[src/rtl/acc_queue.sv]
`default_nettype none
// ============================================================================
// Module   : acc_queue
// Purpose  : In-order issue queue for the accumulator unit with CDB operand
//            wakeup and branch-speculative flush on misprediction.
// Revision : 1.0  initial release
// ============================================================================
module acc_queue #(
    parameter int DEPTH     = 4,
    parameter int DATA_W    = 32,
    parameter int ROB_WIDTH = 6,
    parameter int N_B_ENTRY = 4,
    parameter int TAG_W     = ROB_WIDTH,
    parameter int BC_W      = $clog2(N_B_ENTRY) + 1
) (
    input  logic                    clk,
    input  logic                    rst,
    input  logic                    issue_valid,
    output logic                    issue_ready,
    input  logic                    issue_opd_valid,
    input  logic [TAG_W-1:0]        issue_opd_tag,
    input  logic [DATA_W-1:0]       issue_opd_data,
    input  logic [BC_W-1:0]         issue_b_count,
    input  logic                    cdb_valid,
    input  logic [TAG_W-1:0]        cdb_tag,
    input  logic [DATA_W-1:0]       cdb_data,
    input  logic                    b_commit,
    input  logic                    failure,
    output logic                    acc_valid,
    input  logic                    acc_ready,
    output logic [DATA_W-1:0]       acc_data,
    output logic [$clog2(DEPTH):0]  count
);
    localparam int C_PTR_W = $clog2(DEPTH);
    localparam int C_CNT_W = C_PTR_W + 1;

    logic [DATA_W-1:0]  data_q      [DEPTH];
    logic [DATA_W-1:0]  data_d      [DEPTH];
    logic [TAG_W-1:0]   tag_q       [DEPTH];
    logic [TAG_W-1:0]   tag_d       [DEPTH];
    logic [BC_W-1:0]    bc_q        [DEPTH];
    logic [BC_W-1:0]    bc_d        [DEPTH];
    logic [DEPTH-1:0]   opd_valid_q;
    logic [DEPTH-1:0]   opd_valid_d;
    logic [DEPTH-1:0]   valid_q;
    logic [DEPTH-1:0]   valid_d;
    logic [C_PTR_W-1:0] head_q;
    logic [C_PTR_W-1:0] head_d;
    logic [C_PTR_W-1:0] tail_q;
    logic [C_PTR_W-1:0] tail_d;
    logic [C_CNT_W-1:0] count_q;
    logic [C_CNT_W-1:0] count_d;

    logic               pop;
    logic               push;
    logic               found;
    logic [C_CNT_W-1:0] keep;
    logic [C_PTR_W-1:0] idx;

    assign acc_valid   = (count_q != '0) && valid_q[head_q] &&
                         (bc_q[head_q] == '0) && opd_valid_q[head_q];
    assign acc_data    = data_q[head_q];
    assign pop         = acc_valid && acc_ready;
    assign issue_ready = !failure && ((count_q < C_CNT_W'(DEPTH)) || pop);
    assign push        = issue_valid && issue_ready;
    assign count       = count_q;

    always_comb begin
        data_d      = data_q;
        tag_d       = tag_q;
        bc_d        = bc_q;
        opd_valid_d = opd_valid_q;
        valid_d     = valid_q;
        head_d      = head_q;
        tail_d      = tail_q;
        count_d     = count_q;
        found       = 1'b0;
        keep        = '0;
        idx         = '0;

        for (int i = 0; i < DEPTH; i++) begin
            if (!opd_valid_q[i] && cdb_valid && (cdb_tag == tag_q[i])) begin
                opd_valid_d[i] = 1'b1;
                data_d[i]      = cdb_data;
            end
            if (b_commit && (bc_q[i] != '0)) begin
                bc_d[i] = bc_q[i] - BC_W'(1);
            end
        end

        if (pop) begin
            valid_d[head_q] = 1'b0;
            head_d          = head_q + C_PTR_W'(1);
        end

        // The new entry's branch count is already the next-cycle value.
        if (push) begin
            valid_d[tail_q]     = 1'b1;
            tag_d[tail_q]       = issue_opd_tag;
            bc_d[tail_q]        = issue_b_count;
            opd_valid_d[tail_q] = issue_opd_valid;
            data_d[tail_q]      = issue_opd_data;
            if (!issue_opd_valid && cdb_valid && (cdb_tag == issue_opd_tag)) begin
                opd_valid_d[tail_q] = 1'b1;
                data_d[tail_q]      = cdb_data;
            end
            tail_d = tail_q + C_PTR_W'(1);
        end

        // Speculative entries form a suffix; keep only the confirmed prefix.
        if (failure) begin
            for (int j = 0; j < DEPTH; j++) begin
                idx = head_q + C_PTR_W'(j);
                if (C_CNT_W'(j) < count_q) begin
                    if (bc_q[idx] != '0) begin
                        found = 1'b1;
                    end
                    if (found) begin
                        valid_d[idx] = 1'b0;
                    end else begin
                        keep = C_CNT_W'(j + 1);
                    end
                end
            end
            tail_d  = head_q + keep[C_PTR_W-1:0];
            count_d = keep - C_CNT_W'(pop);
        end else begin
            count_d = count_q + C_CNT_W'(push) - C_CNT_W'(pop);
        end
    end

    always_ff @(posedge clk or posedge rst) begin
        if (rst) begin
            head_q  <= '0;
            tail_q  <= '0;
            count_q <= '0;
            valid_q <= '0;
        end else begin
            head_q  <= head_d;
            tail_q  <= tail_d;
            count_q <= count_d;
            valid_q <= valid_d;
        end
    end

    // Payload needs no reset: it is only observed through valid entries.
    always_ff @(posedge clk) begin
        data_q      <= data_d;
        tag_q       <= tag_d;
        bc_q        <= bc_d;
        opd_valid_q <= opd_valid_d;
    end

endmodule
`default_nettype wire

[config.mk]
export PLATFORM = sky130hd
export DESIGN_NAME = acc_queue
export DESIGN_NICKNAME = d
export VERILOG_FILES = /design/src/rtl/acc_queue.sv
export SDC_FILE = /design/constraint.sdc
export NUM_CORES = 1
export LEC_CHECK = 0
export BUFFER_PORTS_ARGS = -buffer_cell sky130_fd_sc_hd__buf_2
export CAP_MARGIN = 10
export CORE_MARGIN = 10
export CORE_UTILIZATION = 56
export CTS_CLUSTER_DIAMETER = 50
export CTS_CLUSTER_SIZE = 8
export DETAILED_ROUTE_END_ITERATION = 8
export PLACE_DENSITY = 0.76
export RECOVER_POWER = 100
export SETUP_SLACK_MARGIN = 0.02
export SYNTH_ARGS = -nofsm -noshare
export SYNTH_HDL_FRONTEND = slang
export SYNTH_SLANG_ARGS = --single-unit
[constraint.sdc]
create_clock -name clk -period 3.6 [get_ports clk]
set_input_delay 0 -clock clk [delete_from_list [all_inputs] [get_ports clk]]
set_output_delay 0 -clock clk [all_outputs]
set_load 0.01 [all_outputs]
Yosys cells after proc, flatten, opt, wreduce, memory -nomap -nowiden --
Cells that the tools add are included. W data, S select, Z words.
Storage, ports and cells: word-level logic and storage cells 213, output and inout port bits 37, memories 0, latch bits 0, ROM bits 0, RAM bits 0, register bits after elaboration 179
Operators by class: reductions and logical operators 44, $mul 0, order comparisons 21, $add $sub $neg 12, shifts and indexed selects 0, mux-type cells 98, eq/ne operators 5, bitwise logic cells 16, div/mod/pow operators 0
Operators by type and width (number):
- $bwmux W128 | 2
- $mux W128 | 2
- $mux W32 | 7
- $bmux W32 S2 | 1
- $demux W32 S2 | 1
- $mux W4 | 16
- $mux W3 | 21
- $eq A6 B6 Y1 | 5
- $mux W1 | 28
- $reduce_bool A3 Y1 | 9
- $logic_and A1 B1 Y1 | 26
- $bmux W3 S2 | 4
- $bwmux W24 | 1
- $and A4 B4 Y4 | 5
- $not A4 Y4 | 4
- $ge A3 B3 Y1 const B | 5
- $lt A2 B3 Y1 const B | 5
- $not A2 Y3 | 5
- $bwmux W12 | 1
- $demux W6 S2 | 1
- $mux W12 | 1
- $sub A3 B1 Y3 const B | 4
- $demux W1 S2 | 5
- $ge A2 B1 Y1 const B | 5
- 19 further kinds | 32

Longest topological paths before layout --
depth after elaboration 28, depth in mapped cells 14

Worst setup path before layout --
Ideal clock, no wire load.
kind register to register, start point register head_q[0], end point register count_q[2], in the netlist count[2], stages on the path, launching flop included 15, path slack 0.269 ns, required time 3.457 ns, arrival 3.188 ns, buffers on the path 2, library setup time 0.143 ns, clock period less this slack 3.331 ns, cells stage by stage dfrtp_1 buf_4 inv_2 mux4_2 buf_6 o31ai_4 inv_1 ha_1 inv_1 ha_1 inv_1 fa_1 xor2_1 nor2_1 a31oi_1
Between the ends: cells in the longest elaborated chain, start to end 25, elaborated cells on any way between the ends 63, those cells by class add/sub (6); mux (41); bitwise (4); reduce/logical (12)
Ends and longest elaborated chain:
- start: declaration | RTL line 47 | logic [C_PTR_W-1:0] head_q;
- start signal: assignment | RTL line 134 | head_q <= '0;
- start signal: assignment | RTL line 139 | head_q <= head_d;
- $not A2 Y3 (implied by the code) | RTL line 61, 115
- $bmux W3 S2 | RTL line 61, 115
- $mux W3 (implied by the code) (2 in a row) | RTL line 61, 115
- $reduce_bool A3 Y1 | RTL line 115 | if (bc_q[idx] != '0) begin
- $mux W1 | RTL line 115
- $mux W1 | RTL line 114 | if (C_CNT_W'(j) < count_q) begin
- $mux W1 | RTL line 111 | if (failure) begin
- $mux W1 | RTL line 114
- [... 9 more ...]
- $mux W1 | RTL line 114
- $mux W1 | RTL line 111
- $mux W3 | RTL line 118 | if (found) begin
- $mux W3 | RTL line 114
- $mux W3 | RTL line 111
- $sub A3 B1 Y3 | RTL line 126 | count_d = keep - C_CNT_W'(pop);
- $mux W3 * | RTL line 111
- net count_d[2] | RTL line 52 | logic [C_CNT_W-1:0] count_d;
- end signal: assignment | RTL line 141 | count_q <= count_d;
- end: declaration | RTL line 51 | logic [C_CNT_W-1:0] count_q;
Mark *: on every way through the listed nets, which the timed path passes. The rest lies on a longest branch. The select of a mux whose other input is x is not followed. A chain may end at the register's enable or synchronous reset.

==> metrics.yaml <==
finish:
  final_common_cell: "dfxtp_1"
  area_growth_pct: 26.8
  fin_util_pct: 71.9
  antennaDiodeCount: 0
  nets: 1180
  layout_common_cells: "dfxtp_1 (144), o22ai_1 (128), a21oi_1 (116)"
  final_cell_area_um2: 10800
  final_layout_size_suffix_gt1_share_pct: 16.5
  instances_no_fill: 1270
  fillCellCount: 1043
cts:
  cts_buffers: 17
  clockBufferDepth: 2
  clk_pin_slew_ps: 70
  clock_sinks: 179
  htree_levels: 4
  root_buffer: "clkbuf_16"
  tritoncts: "done"
  worstSkewPairLatency_ps: 430
placed_design:
  port_buffers: 123
  dp_hpwl_um: 15300
  placed_cells: 1130
  gp_congestion: 0.875
  place_area_um2: 9250
worst_hold_path:
  min_path_type: "input pin to async pin"
die:
  die_y_um: 143
  initial_core_util_pct: 56.7
  die_area_um2: 20600
  core_area_um2: 15000
  die_w_um: 143
  rows: 45
  io_pins: 124
grt:
  grt_max_degree: 37
  grt_overflow_total: 0
  grt_first_pass_wirelength_um: 41500
  grt_pass1_vias: 8162
  grt_util_all_layers_pct: 25.3
  antenna_found_initial: 0
sta:
  skew_ps: 9.52
  slew_violations: 0
  period_needed_ps: 3460
  hold_viol_final: 0
  finalSetupViolCount: 0
  grt_setup_unrepaired: "no"
  relSlewSlack_pct: 18.0
  fin_setup_tns_ps: 0
  worst_pin_slew_ps: 1230
  clock.fmax_ghz: 0.289
  fin_crit_sh_pct: 96.1
critical_path:
  r2r_cells: 8
  crit_chain: "or3_1 > mux4_2 > o31ai_4 > buf_4 > nand3_4 > o22ai_1 > nor2_1 > dlygate4sd3_1"
  critical-path-slowest-cell: "mux4_2"
  critical_path_class: "register to register"
  critPathMaxFanout: 32
  end_kind: "register"
  startpoint_type: "register"
  required_ps: 3920
  max_stage_delay_ps: 640
  crit_arrival_ps: 3770
power_and_ir_drop:
  total_power_uw: 9680
  powerDensity_nw_per_um2: 895
  leakage_uw: 0.00431
  peakVddDrop_uv: 584
logic_synthesis:
  syn-num-nets: 968
  yosysSeqAreaShare_pct: 45.5
  synth_area_um2: 8530
  synth_ff_type: "dfxtp_1"
  synth.top_cell.area_share_pct: 33.8
  ys_async_sr_fraction_pct: 6.15
  synth.largest_area_cell: "dfxtp_1"
  synth_edf_count: 24
  synth_area_per_cell_um2: 9.95
  synth_warnings: 0
  ys_types: 49
  ys_ff_latch: 179
  netlist_instances: 857
  netlist_top_cells_area: "dfxtp_1 (34%), mux4_2 (9.8%), o22ai_1 (9.4%), edfxtp_1 (8.5%), a21oi_1 (6.8%)"
route:
  drt-pass1-iter-count: 6
  ant_nets: 0
  drt_iter0_drc: 808
  wl_per_cell_um: 20.4
  remaining_drc_errors: 0
  vias_per_cell: 6.20
  dr_total_vias: 7872
  drt-total-wl_um: 25900
run_status:
  status: "complete, no violations"
flow_run:
  drv_cap: 0
## cells in the mapped netlist (12+ instances only)
cell type and number:
inv_1 54, xnor2_1 19, a21oi_1 116, nor3_1 12
dfxtp_1 144, xor2_1 20, ha_1 23, buf_2 19
clkbuf_1 22, nor2_1 77, o21ai_0 15, o22ai_1 128
mux4_2 37, edfxtp_1 24, nand2_1 29
## stage by stage
| step | hold WS [ps] | setup WS [ps] |
|---|---|---|
| after floorplan | -148 | 269 |
| after global placement | 36.0 | 538 |
| after detailed placement | 36.1 | 492 |
| after CTS | 118 | 147 |
| after global routing | 151 | 45.5 |
| final | 120 | 141 |
## path summary, 6_finish.rpt
check | from | endpoint | slack (ps)
min | rst | count[0]$_DFF_PP0_ | 120
max | bc_q[10]$_DFF_P_ | data_q[37]$_DFF_P_ | 140
max reg2reg | bc_q[10]$_DFF_P_ | data_q[37]$_DFF_P_ | 140
min in group clk | b_commit | bc_q[0]$_DFF_P_ | 130
min reg2reg | data_q[110]$_DFF_P_ | data_q[110]$_DFF_P_ | 510
max in group asynchronous | rst | head_q[1]$_DFFE_PP0N_ | 3140
## kinds of logic after synthesis
logic type / after synthesis / synth area share (%)
and+or+nand+nor: 170 / 9.77
xor gates and xnor gates: 39 / 4.01
AOI/OAI and AO/OA: 282 / 19.8
adders and majority gates: 24 / 3.61
muxes: 48 / 11.1
buffers and inverters: 115 / 6.27
DFF: 179 / 45.5
## routing by layer
layer	share of wire [%]	wire [um]	vias up	GRT usage [%]
li1	-	-	3594	-
met1	38	9840	3723	29.8
met2	50	12900	477	43.6
met3	9.5	2470	78	5.12
met4	2.7	692	0	10.9
met5	0	0	-	0
## critical path, delay by kind of cell, from the launching register on
kind	cells	cell delay, ps
multiplexers	1	640
AO/OA/AOI/OAI	2	700
AND/OR/NAND/NOR	3	900
buffers and inverters	2	780
flip-flops	1	330
## area by class of cell
cell class / instances / area, um2 / share of cell area, %
clock buffer: 18 / 439 / 4.06
tap: 188 / 235 / 2.18
sequential: 179 / 3880 / 35.9
clock inverter: 14 / 150 / 1.39
timing repair buffer: 251 / 1770 / 16.4
multi-input combinational: 563 / 4130 / 38.1
inverter: 57 / 214 / 1.98
## where the power goes
| part | switching (uW) | internal (uW) |
|---|---|---|
| combinational | 2200 | 2110 |
| sequential | 530 | 2970 |
| clock | 817 | 1050 |
| total | 3550 | 6130 |
## timing repair
action / CTS / global route
endpoints found under the hold margin: 183 / 0
hold buffers: 108 / 0
setup buffers: 0 / 0
setup endpoints to repair: 0 / 18
gates resized for setup: 0 / 2
## state kept, by name, indices dropped and copies added, names as in the netlist
name,count
data_q,128
tag_q,24
bc_q,12
opd_valid_q,4
valid_q,4
count,3
head_q,2
tail_q,2
No activity file was read; power rests on OpenSTA's default activity.
